## src/rtl/shift_pkg.sv

```systemverilog
// Shared opcode, width and FSM definitions for the shift_seq8 command sequencer.
package shift_pkg;

  localparam int unsigned OP_W    = 3;
  localparam int unsigned SHAMT_W = 2;
  localparam int unsigned DATA_W  = 8;

  localparam logic [OP_W-1:0] OP_NOP  = 3'b000;
  localparam logic [OP_W-1:0] OP_LOAD = 3'b001;
  localparam logic [OP_W-1:0] OP_LSL  = 3'b010;
  localparam logic [OP_W-1:0] OP_LSR  = 3'b011;
  localparam logic [OP_W-1:0] OP_ASR  = 3'b100;

  typedef enum logic {
    ST_IDLE  = 1'b0,
    ST_ISSUE = 1'b1
  } state_e;

  // Payload presented to the downstream shifter.
  typedef struct packed {
    logic [OP_W-1:0]    op;
    logic [SHAMT_W-1:0] shamt;
    logic [DATA_W-1:0]  data;
  } sh_cmd_t;

  function automatic logic op_active(input logic [OP_W-1:0] op);
    return op inside {OP_LOAD, OP_LSL, OP_LSR, OP_ASR};
  endfunction

  function automatic logic op_legal(input logic [OP_W-1:0] op);
    return (op == OP_NOP) || op_active(op);
  endfunction

endpackage

```

## src/rtl/shift_seq8_if.sv

```systemverilog
// Command and shifter-drive bundle for shift_seq8; issue_cnt exists only with SHIFT_SEQ_STATS_EN.
interface shift_seq8_if
  import shift_pkg::*;
#(
  parameter int unsigned RPT_W = 3
);

  logic               cmd_valid;
  logic               cmd_ready;
  logic [OP_W-1:0]    cmd_op;
  logic [SHAMT_W-1:0] cmd_shamt;
  logic [DATA_W-1:0]  cmd_data;
  logic [RPT_W-1:0]   cmd_rpt;
  logic [OP_W-1:0]    sh_op;
  logic [SHAMT_W-1:0] sh_shamt;
  logic [DATA_W-1:0]  sh_d_in;
  logic               busy;
  logic               done;
  logic               err;
`ifdef SHIFT_SEQ_STATS_EN
  logic [15:0]        issue_cnt;
`endif

  modport master (
`ifdef SHIFT_SEQ_STATS_EN
    input  issue_cnt,
`endif
    output cmd_valid, cmd_op, cmd_shamt, cmd_data, cmd_rpt,
    input  cmd_ready, sh_op, sh_shamt, sh_d_in, busy, done, err
  );

  modport slave (
`ifdef SHIFT_SEQ_STATS_EN
    output issue_cnt,
`endif
    input  cmd_valid, cmd_op, cmd_shamt, cmd_data, cmd_rpt,
    output cmd_ready, sh_op, sh_shamt, sh_d_in, busy, done, err
  );

endinterface

```

## src/rtl/shift_cmd_fifo.sv

```systemverilog
// Synchronous command FIFO with registered full/empty flags; read data is the current head (no bypass).
module shift_cmd_fifo #(
  parameter int unsigned DEPTH = 4,
  parameter int unsigned W     = 16
) (
  input  logic         clk,
  input  logic         reset,
  input  logic         push_i,
  input  logic [W-1:0] wr_data_i,
  input  logic         pop_i,
  output logic [W-1:0] rd_data_o,
  output logic         full_o,
  output logic         empty_o
);

  localparam int unsigned AW = (DEPTH > 1) ? $clog2(DEPTH) : 1;
  localparam int unsigned CW = AW + 1;

  logic [W-1:0]  mem_q [DEPTH];
  logic [AW-1:0] wr_ptr_q;
  logic [AW-1:0] rd_ptr_q;
  logic [CW-1:0] cnt_q;
  logic [CW-1:0] cnt_d;
  logic          full_q;
  logic          empty_q;
  logic          push_ok;
  logic          pop_ok;

  assign push_ok = push_i && !full_q;
  assign pop_ok  = pop_i && !empty_q;

  always_comb begin
    cnt_d = cnt_q;
    case ({push_ok, pop_ok})
      2'b10:   cnt_d = cnt_q + CW'(1);
      2'b01:   cnt_d = cnt_q - CW'(1);
      default: cnt_d = cnt_q;
    endcase
  end

  // Pointers wrap naturally because DEPTH is a power of two.
  always_ff @(posedge clk) begin
    if (reset) begin
      wr_ptr_q <= '0;
      rd_ptr_q <= '0;
      cnt_q    <= '0;
      full_q   <= 1'b0;
      empty_q  <= 1'b1;
    end else begin
      if (push_ok) wr_ptr_q <= wr_ptr_q + AW'(1);
      if (pop_ok)  rd_ptr_q <= rd_ptr_q + AW'(1);
      cnt_q   <= cnt_d;
      full_q  <= (cnt_d == CW'(DEPTH));
      empty_q <= (cnt_d == '0);
    end
  end

  always_ff @(posedge clk) begin
    if (push_ok) mem_q[wr_ptr_q] <= wr_data_i;
  end

  assign rd_data_o = mem_q[rd_ptr_q];
  assign full_o    = full_q;
  assign empty_o   = empty_q;

endmodule

```

## src/rtl/shift_seq8.sv

```systemverilog
// Queues shift commands and replays each to the 8-bit shifter cmd_rpt+1 cycles.
// Optional SHIFT_SEQ_STATS_EN adds a saturating count of active shifter cycles.
module shift_seq8
  import shift_pkg::*;
#(
  parameter int unsigned DEPTH = 4,
  parameter int unsigned RPT_W = 3
) (
  input  logic         clk,
  input  logic         reset,
  shift_seq8_if.slave  bus
);

  localparam int unsigned CMD_W  = $bits(sh_cmd_t);
  localparam int unsigned FIFO_W = CMD_W + RPT_W;

  state_e             state_q, state_d;
  logic [RPT_W-1:0]   rem_q, rem_d;
  sh_cmd_t            sh_q, sh_d;
  logic               done_q, done_d;
  logic               err_q, err_d;
  logic               pop_c;
  logic               fifo_full;
  logic               fifo_empty;
  sh_cmd_t            wr_cmd;
  sh_cmd_t            rd_cmd;
  logic [RPT_W-1:0]   rd_rpt;
  logic [FIFO_W-1:0]  rd_word;

  assign wr_cmd = '{op: bus.cmd_op, shamt: bus.cmd_shamt, data: bus.cmd_data};

  shift_cmd_fifo #(
    .DEPTH (DEPTH),
    .W     (FIFO_W)
  ) u_fifo (
    .clk       (clk),
    .reset     (reset),
    .push_i    (bus.cmd_valid),
    .wr_data_i ({wr_cmd, bus.cmd_rpt}),
    .pop_i     (pop_c),
    .rd_data_o (rd_word),
    .full_o    (fifo_full),
    .empty_o   (fifo_empty)
  );

  assign {rd_cmd, rd_rpt} = rd_word;

  // Next state: a pop always starts a fresh command, from IDLE or back-to-back after a last issue.
  always_comb begin
    state_d = state_q;
    rem_d   = rem_q;
    sh_d    = sh_q;
    done_d  = 1'b0;
    err_d   = 1'b0;
    pop_c   = 1'b0;
    case (state_q)
      ST_IDLE: begin
        sh_d  = '0;
        pop_c = !fifo_empty;
      end
      ST_ISSUE: begin
        if (rem_q != '0) begin
          rem_d = rem_q - RPT_W'(1);
        end else begin
          done_d = 1'b1;
          pop_c  = !fifo_empty;
          if (fifo_empty) begin
            state_d = ST_IDLE;
            sh_d    = '0;
          end
        end
      end
      default: state_d = ST_IDLE;
    endcase
    if (pop_c) begin
      state_d = ST_ISSUE;
      rem_d   = rd_rpt;
      sh_d    = rd_cmd;
      if (!op_legal(rd_cmd.op)) begin
        sh_d.op = OP_NOP;
        err_d   = 1'b1;
      end
    end
  end

  always_ff @(posedge clk) begin
    if (reset) begin
      state_q <= ST_IDLE;
      rem_q   <= '0;
      sh_q    <= '0;
      done_q  <= 1'b0;
      err_q   <= 1'b0;
    end else begin
      state_q <= state_d;
      rem_q   <= rem_d;
      sh_q    <= sh_d;
      done_q  <= done_d;
      err_q   <= err_d;
    end
  end

  assign bus.cmd_ready = !fifo_full;
  assign bus.sh_op     = sh_q.op;
  assign bus.sh_shamt  = sh_q.shamt;
  assign bus.sh_d_in   = sh_q.data;
  assign bus.busy      = (state_q != ST_IDLE) || !fifo_empty;
  assign bus.done      = done_q;
  assign bus.err       = err_q;

`ifdef SHIFT_SEQ_STATS_EN
  logic [15:0] issue_cnt_q;

  // Counts cycles the shifter sees a real operation; saturates rather than wrapping.
  always_ff @(posedge clk) begin
    if (reset) begin
      issue_cnt_q <= '0;
    end else if (op_active(sh_q.op) && (issue_cnt_q != 16'hFFFF)) begin
      issue_cnt_q <= issue_cnt_q + 16'd1;
    end
  end

  assign bus.issue_cnt = issue_cnt_q;
`endif

endmodule

```

## src/flat_wrapper.sv

```systemverilog
// flat-port wrapper written by rule: the top's interface ports become plain ports
module shift_seq8_flat import shift_pkg::*;
#(
  parameter int unsigned DEPTH = 4,
  parameter int unsigned RPT_W = 3
)
  (clk, reset, bus_cmd_valid, bus_cmd_op, bus_cmd_shamt, bus_cmd_data, bus_cmd_rpt, bus_cmd_ready, bus_sh_op, bus_sh_shamt, bus_sh_d_in, bus_busy, bus_done, bus_err);
  shift_seq8_if #(.RPT_W(RPT_W)) bus_i ();
  input  logic clk;
  input  logic reset;
  input wire logic [$bits(bus_i.cmd_valid)-1:0] bus_cmd_valid;
  input wire logic [$bits(bus_i.cmd_op)-1:0] bus_cmd_op;
  input wire logic [$bits(bus_i.cmd_shamt)-1:0] bus_cmd_shamt;
  input wire logic [$bits(bus_i.cmd_data)-1:0] bus_cmd_data;
  input wire logic [$bits(bus_i.cmd_rpt)-1:0] bus_cmd_rpt;
  output wire logic [$bits(bus_i.cmd_ready)-1:0] bus_cmd_ready;
  output wire logic [$bits(bus_i.sh_op)-1:0] bus_sh_op;
  output wire logic [$bits(bus_i.sh_shamt)-1:0] bus_sh_shamt;
  output wire logic [$bits(bus_i.sh_d_in)-1:0] bus_sh_d_in;
  output wire logic [$bits(bus_i.busy)-1:0] bus_busy;
  output wire logic [$bits(bus_i.done)-1:0] bus_done;
  output wire logic [$bits(bus_i.err)-1:0] bus_err;
  assign bus_i.cmd_valid = bus_cmd_valid;
  assign bus_i.cmd_op = bus_cmd_op;
  assign bus_i.cmd_shamt = bus_cmd_shamt;
  assign bus_i.cmd_data = bus_cmd_data;
  assign bus_i.cmd_rpt = bus_cmd_rpt;
  assign bus_cmd_ready = bus_i.cmd_ready;
  assign bus_sh_op = bus_i.sh_op;
  assign bus_sh_shamt = bus_i.sh_shamt;
  assign bus_sh_d_in = bus_i.sh_d_in;
  assign bus_busy = bus_i.busy;
  assign bus_done = bus_i.done;
  assign bus_err = bus_i.err;
  shift_seq8 #(.DEPTH(DEPTH), .RPT_W(RPT_W)) u_core (.clk(clk), .reset(reset), .bus(bus_i));
endmodule
```

## config.mk

```make
export PLATFORM = sky130hd
export DESIGN_NAME = shift_seq8_flat
export DESIGN_NICKNAME = d
export VERILOG_FILES = /design/src/rtl/shift_pkg.sv /design/src/rtl/shift_seq8_if.sv /design/src/rtl/shift_cmd_fifo.sv /design/src/rtl/shift_seq8.sv /design/src/flat_wrapper.sv
export SDC_FILE = /design/constraint.sdc
export NUM_CORES = 1
export LEC_CHECK = 0
export ABC_AREA = 1
export ABC_CLOCK_PERIOD_IN_PS = 6300
export CAP_MARGIN = 20
export CORE_MARGIN = 8
export CORE_UTILIZATION = 26
export DETAILED_ROUTE_END_ITERATION = 8
export GPL_TIMING_DRIVEN = 0
export SLEW_MARGIN = 20
export SYNTH_ARGS = -nofsm -noshare
export SYNTH_HDL_FRONTEND = slang
export SYNTH_HIERARCHICAL = 1
export SYNTH_SLANG_ARGS = --single-unit
```

## constraint.sdc

```tcl
create_clock -name clk -period 6.3 [get_ports clk]
set_input_delay 0.63 -clock clk [delete_from_list [all_inputs] [get_ports clk]]
set_output_delay 0.63 -clock clk [all_outputs]
set_load 0.03 [all_outputs]
```

==> flow_summary.yaml <==
outcome:
  status: "complete, no violations"
die:
  die_y_um: 135
  dieArea_mm2: 0.0181
  ios: 36
  num_rows: 43
  coreArea_mm2: 0.0138
  die_w_um: 135
  start_util_pct: 26.5
sta:
  worst_clock_skew_ps: 7.21
  setup_violations: 0
  setup_slack_ps: 3810
  max_freq_mhz: 402
  slew_headroom_pct: 62.2
  tightest_slew_ps: 565
  hold_violations: 0
  report.final.slew_viol_count: 0
  post-route-period-util_pct: 39.5
  setup-tns-final_ps: 0
  rsz0062_at_grt: "no"
  fin_crit_ps: 2490
clock_tree:
  htreeDepth: 3
  cts_max_path_buffers: 2
  path_clk_slew_ps: 70
  numCtsBuffers: 9
  cts_tree: "built"
  clock-sinks: 94
  holdBufCountCts: 0
  root_buffer: "clkbuf_16"
  post_cts_buffers: 0
  clk_latency_ps: 340
  cts_resized: 0
drt:
  firstDrtPassIters: 4
  post_drt_wl_per_cell_um: 14.4
  drc: 0
  wl_met1_mm: 3.62
  wl_met2_mm: 3.82
  wirelength_mm: 8.11
  topRoutingLayerUsed: "met4"
  drt_iter0_markers: 162
  wl_met3_um: 490
  post_drt_via_cell_ratio: 4.35
  vias: 2455
  ant_nets: 0
global_route:
  grt_usage_pct: 9.15
  first_global_vias: 2408
  overflow: 0
  grt_max_degree: 16
  grt_antenna_before_repair: 0
  grt_pass1_wl_mm: 12.6
synthesis:
  synth_area_leaders: "edfxtp_1 (53%), dfxtp_1 (16%), nand2_1 (6.1%)"
  ys_ff_latch: 94
  syn_area_mm2: 0.00366
  synth_nets: 356
  synth_warnings: 6
  yosysTopAreaCell: "edfxtp_1"
  syn_inst: 329
  synth.top_cell.area_share_pct: 52.5
  ys_seq_area_share_pct: 68.9
  syn_avg_cell_area_um2: 11.1
  synth.distinct_cells: 24
pwr:
  leakage_uw: 0.00173
  power_density_mw_per_mm2: 396
  ir_drop_mv: 0.166
worst_setup_path:
  end_kind: "register"
  critPathArrivalTime_ps: 2750
  critPathKind: "register to register"
  crit_required_ps: 6570
  worst-path-max-fanout: 5
  critPathLaunchType: "register"
layout:
  n_antenna_cell: 0
  postLayoutCoreUtil_pct: 33.6
  drive_gt1_share_pct: 10.9
  nNetsFinal: 406
  area_growth_pct: 26.8
place:
  place_congestion: 0.731
  io_buffers: 35
  dp_slack_ps: 3570
  dp_hpwl_mm: 5.66
min_path:
  hold_class: "register to register"
job:
  maxCapViolCount: 0
==> path summary, 6_finish.rpt <==
path | cells after the start | slack (ps) | to | start
min | 2 | 450 | u_core/bus.sh_d_in[0]$_SDFFE_PP0P_ | u_core/bus.sh_d_in[0]$_SDFFE_PP0P_
max | 15 | 3810 | u_core/u_fifo/full_o$_SDFF_PP0_ | u_core/rem_q[0]$_SDFFE_PP0P_
max reg2reg | 15 | 3810 | u_core/u_fifo/full_o$_SDFF_PP0_ | u_core/rem_q[0]$_SDFFE_PP0P_
min reg2reg | 2 | 450 | u_core/bus.sh_d_in[0]$_SDFFE_PP0P_ | u_core/bus.sh_d_in[0]$_SDFFE_PP0P_
==> critical path, cell delays in order, from the launching register on <==
cell	delay, ps
dfxtp_1	310
inv_1	90
ha_1	210
nand2_2	80
nand2_2	140
nand2_4	90
inv_1	60
inv_1	40
nor2_2	170
ha_1	200
inv_1	70
fa_1	500
o21ai_0	110
a21oi_1	200
nand2_1	80
nor2_1	80
==> final cells by class <==
type	instances	area, um2
inverter	29	109
clock inverter	6	110
buffer	9	56.3
fill	1340	9190
clock buffer	10	229
timing repair buffer	39	407
multi-input combinational	197	981
sequential	94	2520
tap	180	225
==> placed cells by master, fill, tap and decap left out, types with 9 or more instances in the layout <==
cell type        Yosys  routed
o21ai_0              9       9
clkdlybuf4s50_1      0      35
edfxtp_1            64      64
inv_1               25      25
nand2_1             59      59
dfxtp_1             30      30
nand3_1             14      14
nor2_1              43      39
clkbuf_16            0       9
o21ai_1             29      29
o22ai_1             16      16
==> cell usage after synthesis <==
cell / count
a21oi_1: 7
buf_2: 6
buf_4: 2
buf_6: 1
clkinv_1: 1
dfxtp_1: 30
edfxtp_1: 64
fa_1: 1
ha_1: 7
inv_1: 25
inv_2: 3
nand2_1: 59
nand2_2: 4
nand2_4: 1
nand3_1: 14
nand4_1: 1
nor2_1: 43
nor2_2: 2
nor2_4: 1
nor3_1: 2
o21ai_0: 9
o21ai_1: 29
o22ai_1: 16
xor2_1: 1
==> report_power, final <==
part,leakage (uW),switching [uW],internal (uW)
Sequential,0.000833,36.7,732
Clock,0.000160,218,387
Combinational,0.000736,301,162
Total,0.00173,555,1280
==> flip-flops by register name, summed over array words and instances, names as in the netlist, 2 cells and up, named ones only <==
register / cells
u_core/u_fifo/wr_ptr_q: 2
u_core/u_fifo/rd_ptr_q: 2
u_core/bus.sh_shamt: 2
u_core/bus.sh_d_in: 8
u_core/bus.sh_op: 3
u_core/rem_q: 3
u_core/u_fifo/cnt_q: 3
u_core/u_fifo/mem_q: 64
==> layer usage <==
| layer | GRT usage, % | vias to the layer above |
|---|---|---|
| met2 | 14.5 | 59 |
| li1 | - | 1225 |
| met1 | 10.9 | 1161 |
| met3 | 2.60 | 10 |
| met4 | 5.12 | 0 |
| met5 | 0 | - |
==> logic make-up (layout without fill, tap and decap cells) <==
group / Yosys count / after routing / share of synthesized area, %
buffers and inverters: 38 / 93 / 4.51
adder cells (fa/ha/maj): 8 / 8 / 2.94
flip-flops: 94 / 94 / 68.9
XOR/XNOR: 1 / 1 / 0.239
AO/OA/AOI/OAI: 61 / 61 / 8.89
AND/OR/NAND/NOR: 127 / 127 / 14.5
==> through the flow <==
stage	instance area [um2]	std cells	power (uW)	hold WS, ps
floorplan	3660	329	1080	444
global placement	4230	544	1220	437
detailed placement	4300	548	1250	440
CTS	4640	564	1850	453
global route	4640	564	1930	474
finish	4640	564	1840	450
(Power assumes the default switching activity.)
==> edit: new RTL, config.mk and constraints unchanged <==
Set the package constant `SHAMT_W` to 4 (it was 2).
--- a/src/rtl/shift_pkg.sv
+++ b/src/rtl/shift_pkg.sv
@@ -2,7 +2,7 @@
 package shift_pkg;
 
   localparam int unsigned OP_W    = 3;
-  localparam int unsigned SHAMT_W = 2;
+  localparam int unsigned SHAMT_W = 4;
   localparam int unsigned DATA_W  = 8;
 
   localparam logic [OP_W-1:0] OP_NOP  = 3'b000;
Ports: changed (resized bus_cmd_shamt and bus_sh_shamt); port bits go from 36 to 40. The function was not compared with the original's and may differ.
==> edit against the original RTL <==
  * Design area up 11%
  * Wire length up 7.6%
  * Setup slack better by 0.021 ns
  * Synthesized area up 12%
  * Maximum frequency up 0.84%
  * Total power up 7.4%
  * Sequential cell count up 10
  * Critical endpoint unchanged
==> edit: results (changes against the original RTL) <==
Total track usage -> 0.0912 (-0.000353)
Peak supply drop -> 0.148 mV (-11%)
Clk_skew -> 0.00859 ns (+0.00138 ns)
Synth cell count leaders -> edfxtp_1 (72), nand2_1 (65), nor2_1 (47)
1st-iter DRT viols -> 205 (+27%)
Final GP Congestion -> 0.776 (+6.1%)
Post-DP HPWL -> 6210 um (+9.7%)
Fin Hold WS -> 0.450 ns (-0.000309 ns)
Largest Register -> u_core/u_fifo/mem_q
Initial antenna violation count -> 0 (unchanged)
Largest net degree at the start of global routing -> 18 (+2)
Pre-antenna DRT Iters -> 4 (unchanged)
Number of global-route vias before repair -> 2,653 (+10%)
Seq/Total Area, Yosys -> 0.683 (-0.00612)
LEAKAGE -> 1.91 nW (+10%)
Fillers -> 1,576 (+18%)
Clk_lat worst skew -> 0.34 ns (about the same)
Worst R2R Setup Slack -> 3.83 ns (+0.02 ns)
Hold Path End -> u_core/bus.sh_d_in[4]
Reg2reg end -> u_core/u_fifo/full_o
Fraction of layout cells with a size suffix above 1 -> 0.111 (+0.00147)
Post-synth EDFFs -> 72 (+13%)
Syn. warnings -> 6 (unchanged)
First-pass GRT wire length -> 14,100 um (+12%)
DR vias/cell -> 4.16 (-4.5%)
Port-buffer cells -> 39 (+11%)
Non-filler cells, final -> 631 (+12%)
Ys async rst share -> 0 (unchanged)
Avg WL per Cell -> 13.8 um (-3.8%)
Postcts setup bufs -> 0 (unchanged)
Worst slew pin tran -> 0.650 ns (+0.0849 ns)
Placed Area -> 4830 um^2 (+12%)
Average size of a mapped cell -> 11.5 um^2 (+3.6%)
CTS clk-pin slew, worst paths -> 0.07 ns (about the same)
Placed insts -> 615 (+12%)
Largest cells by area after synthesis -> edfxtp_1 (53%), dfxtp_1 (16%), nand2_1 (5.9%)
Synthesized Nets -> 385 (+8.1%)
Largest register FFs -> 72 (+13%)
Status -> finished, final reports clean
FF-to-FF Start -> u_core/rem_q[0]
Clock buffer depth -> 2 (unchanged)
Worst hold path type -> flop to flop
Post-layout net count -> 439 (+8.1%)
Post-cts resize count -> 0 (unchanged)
Hold_sp -> u_core/bus.sh_d_in[4]
edit: how the worst max path moves through the flow:
stage,to,startpoint,cells past startpoint,slack (ns)
5_1_grt,u_core/u_fifo/empty_o,u_core/rem_q[0],15,3.60
3_3_place_gp,u_core/u_fifo/mem_q[2][14],bus_cmd_valid,3,3.15
6_report,u_core/u_fifo/full_o,u_core/rem_q[0],15,3.83
3_5_place_dp,u_core/u_fifo/full_o,bus_cmd_valid,9,3.57
2_1_floorplan,u_core/u_fifo/empty_o,u_core/rem_q[0],15,4.12
4_1_cts,u_core/u_fifo/full_o,u_core/rem_q[0],15,3.82
edit: through the flow:
step,power [mW],setup slack [ns]
floorplan,1.23,4.12
global placement,1.40,3.15
detailed placement,1.42,3.57
CTS,1.99,3.82
global route,2.09,3.60
finish,1.97,3.83
edit: final cells by class:
cell class                 count  area [um^2]  share of cell area
clock buffer                  13          304              0.0590
timing repair buffer          43          450              0.0874
tap                          216          270              0.0524
inverter                      28          115              0.0223
multi-input combinational    212         1060               0.206
sequential                   104         2800               0.544
clock inverter                 3         17.5             0.00340
buffer                        12          131              0.0255
edit: critical path, stage by stage, from the launching register on:
cell and delay (ns):
dfxtp_1 0.32, inv_1 0.10, ha_1 0.23, nand2_2 0.11
nand2_4 0.11, nand2_4 0.08, inv_1 0.06, inv_1 0.05
nor2_4 0.12, ha_1 0.18, inv_1 0.07, fa_1 0.50
o21ai_0 0.11, a21oi_1 0.19, nand2_1 0.08, nor2_1 0.09
edit: power by group:
part | internal [mW] | switching (mW) | leakage (nW)
Combinational | 0.204 | 0.348 | 0.824
Clock | 0.340 | 0.231 | 0.163
Sequential | 0.812 | 0.0376 | 0.923
edit: cell families (layout without fill, tap and decap cells):
| group | count (synthesis) | after routing | synth area share |
|---|---|---|---|
| DFF | 104 | 104 | 0.683 |
| buffers and inverters | 40 | 99 | 0.0601 |
| adders and majority gates | 8 | 8 | 0.0262 |
| xor gates and xnor gates | 1 | 1 | 0.00214 |
| AOI/OAI and AO/OA | 68 | 68 | 0.0885 |
| and+or+nand+nor | 135 | 135 | 0.140 |
edit: metal layers:
metal	vias to the layer above	track usage	share of wire
met4	0	0.0401	0.0092
met1	1228	0.111	0.41
met2	58	0.152	0.51
met3	5	0.0208	0.065
li1	1332	-	-
met5	-	0	0
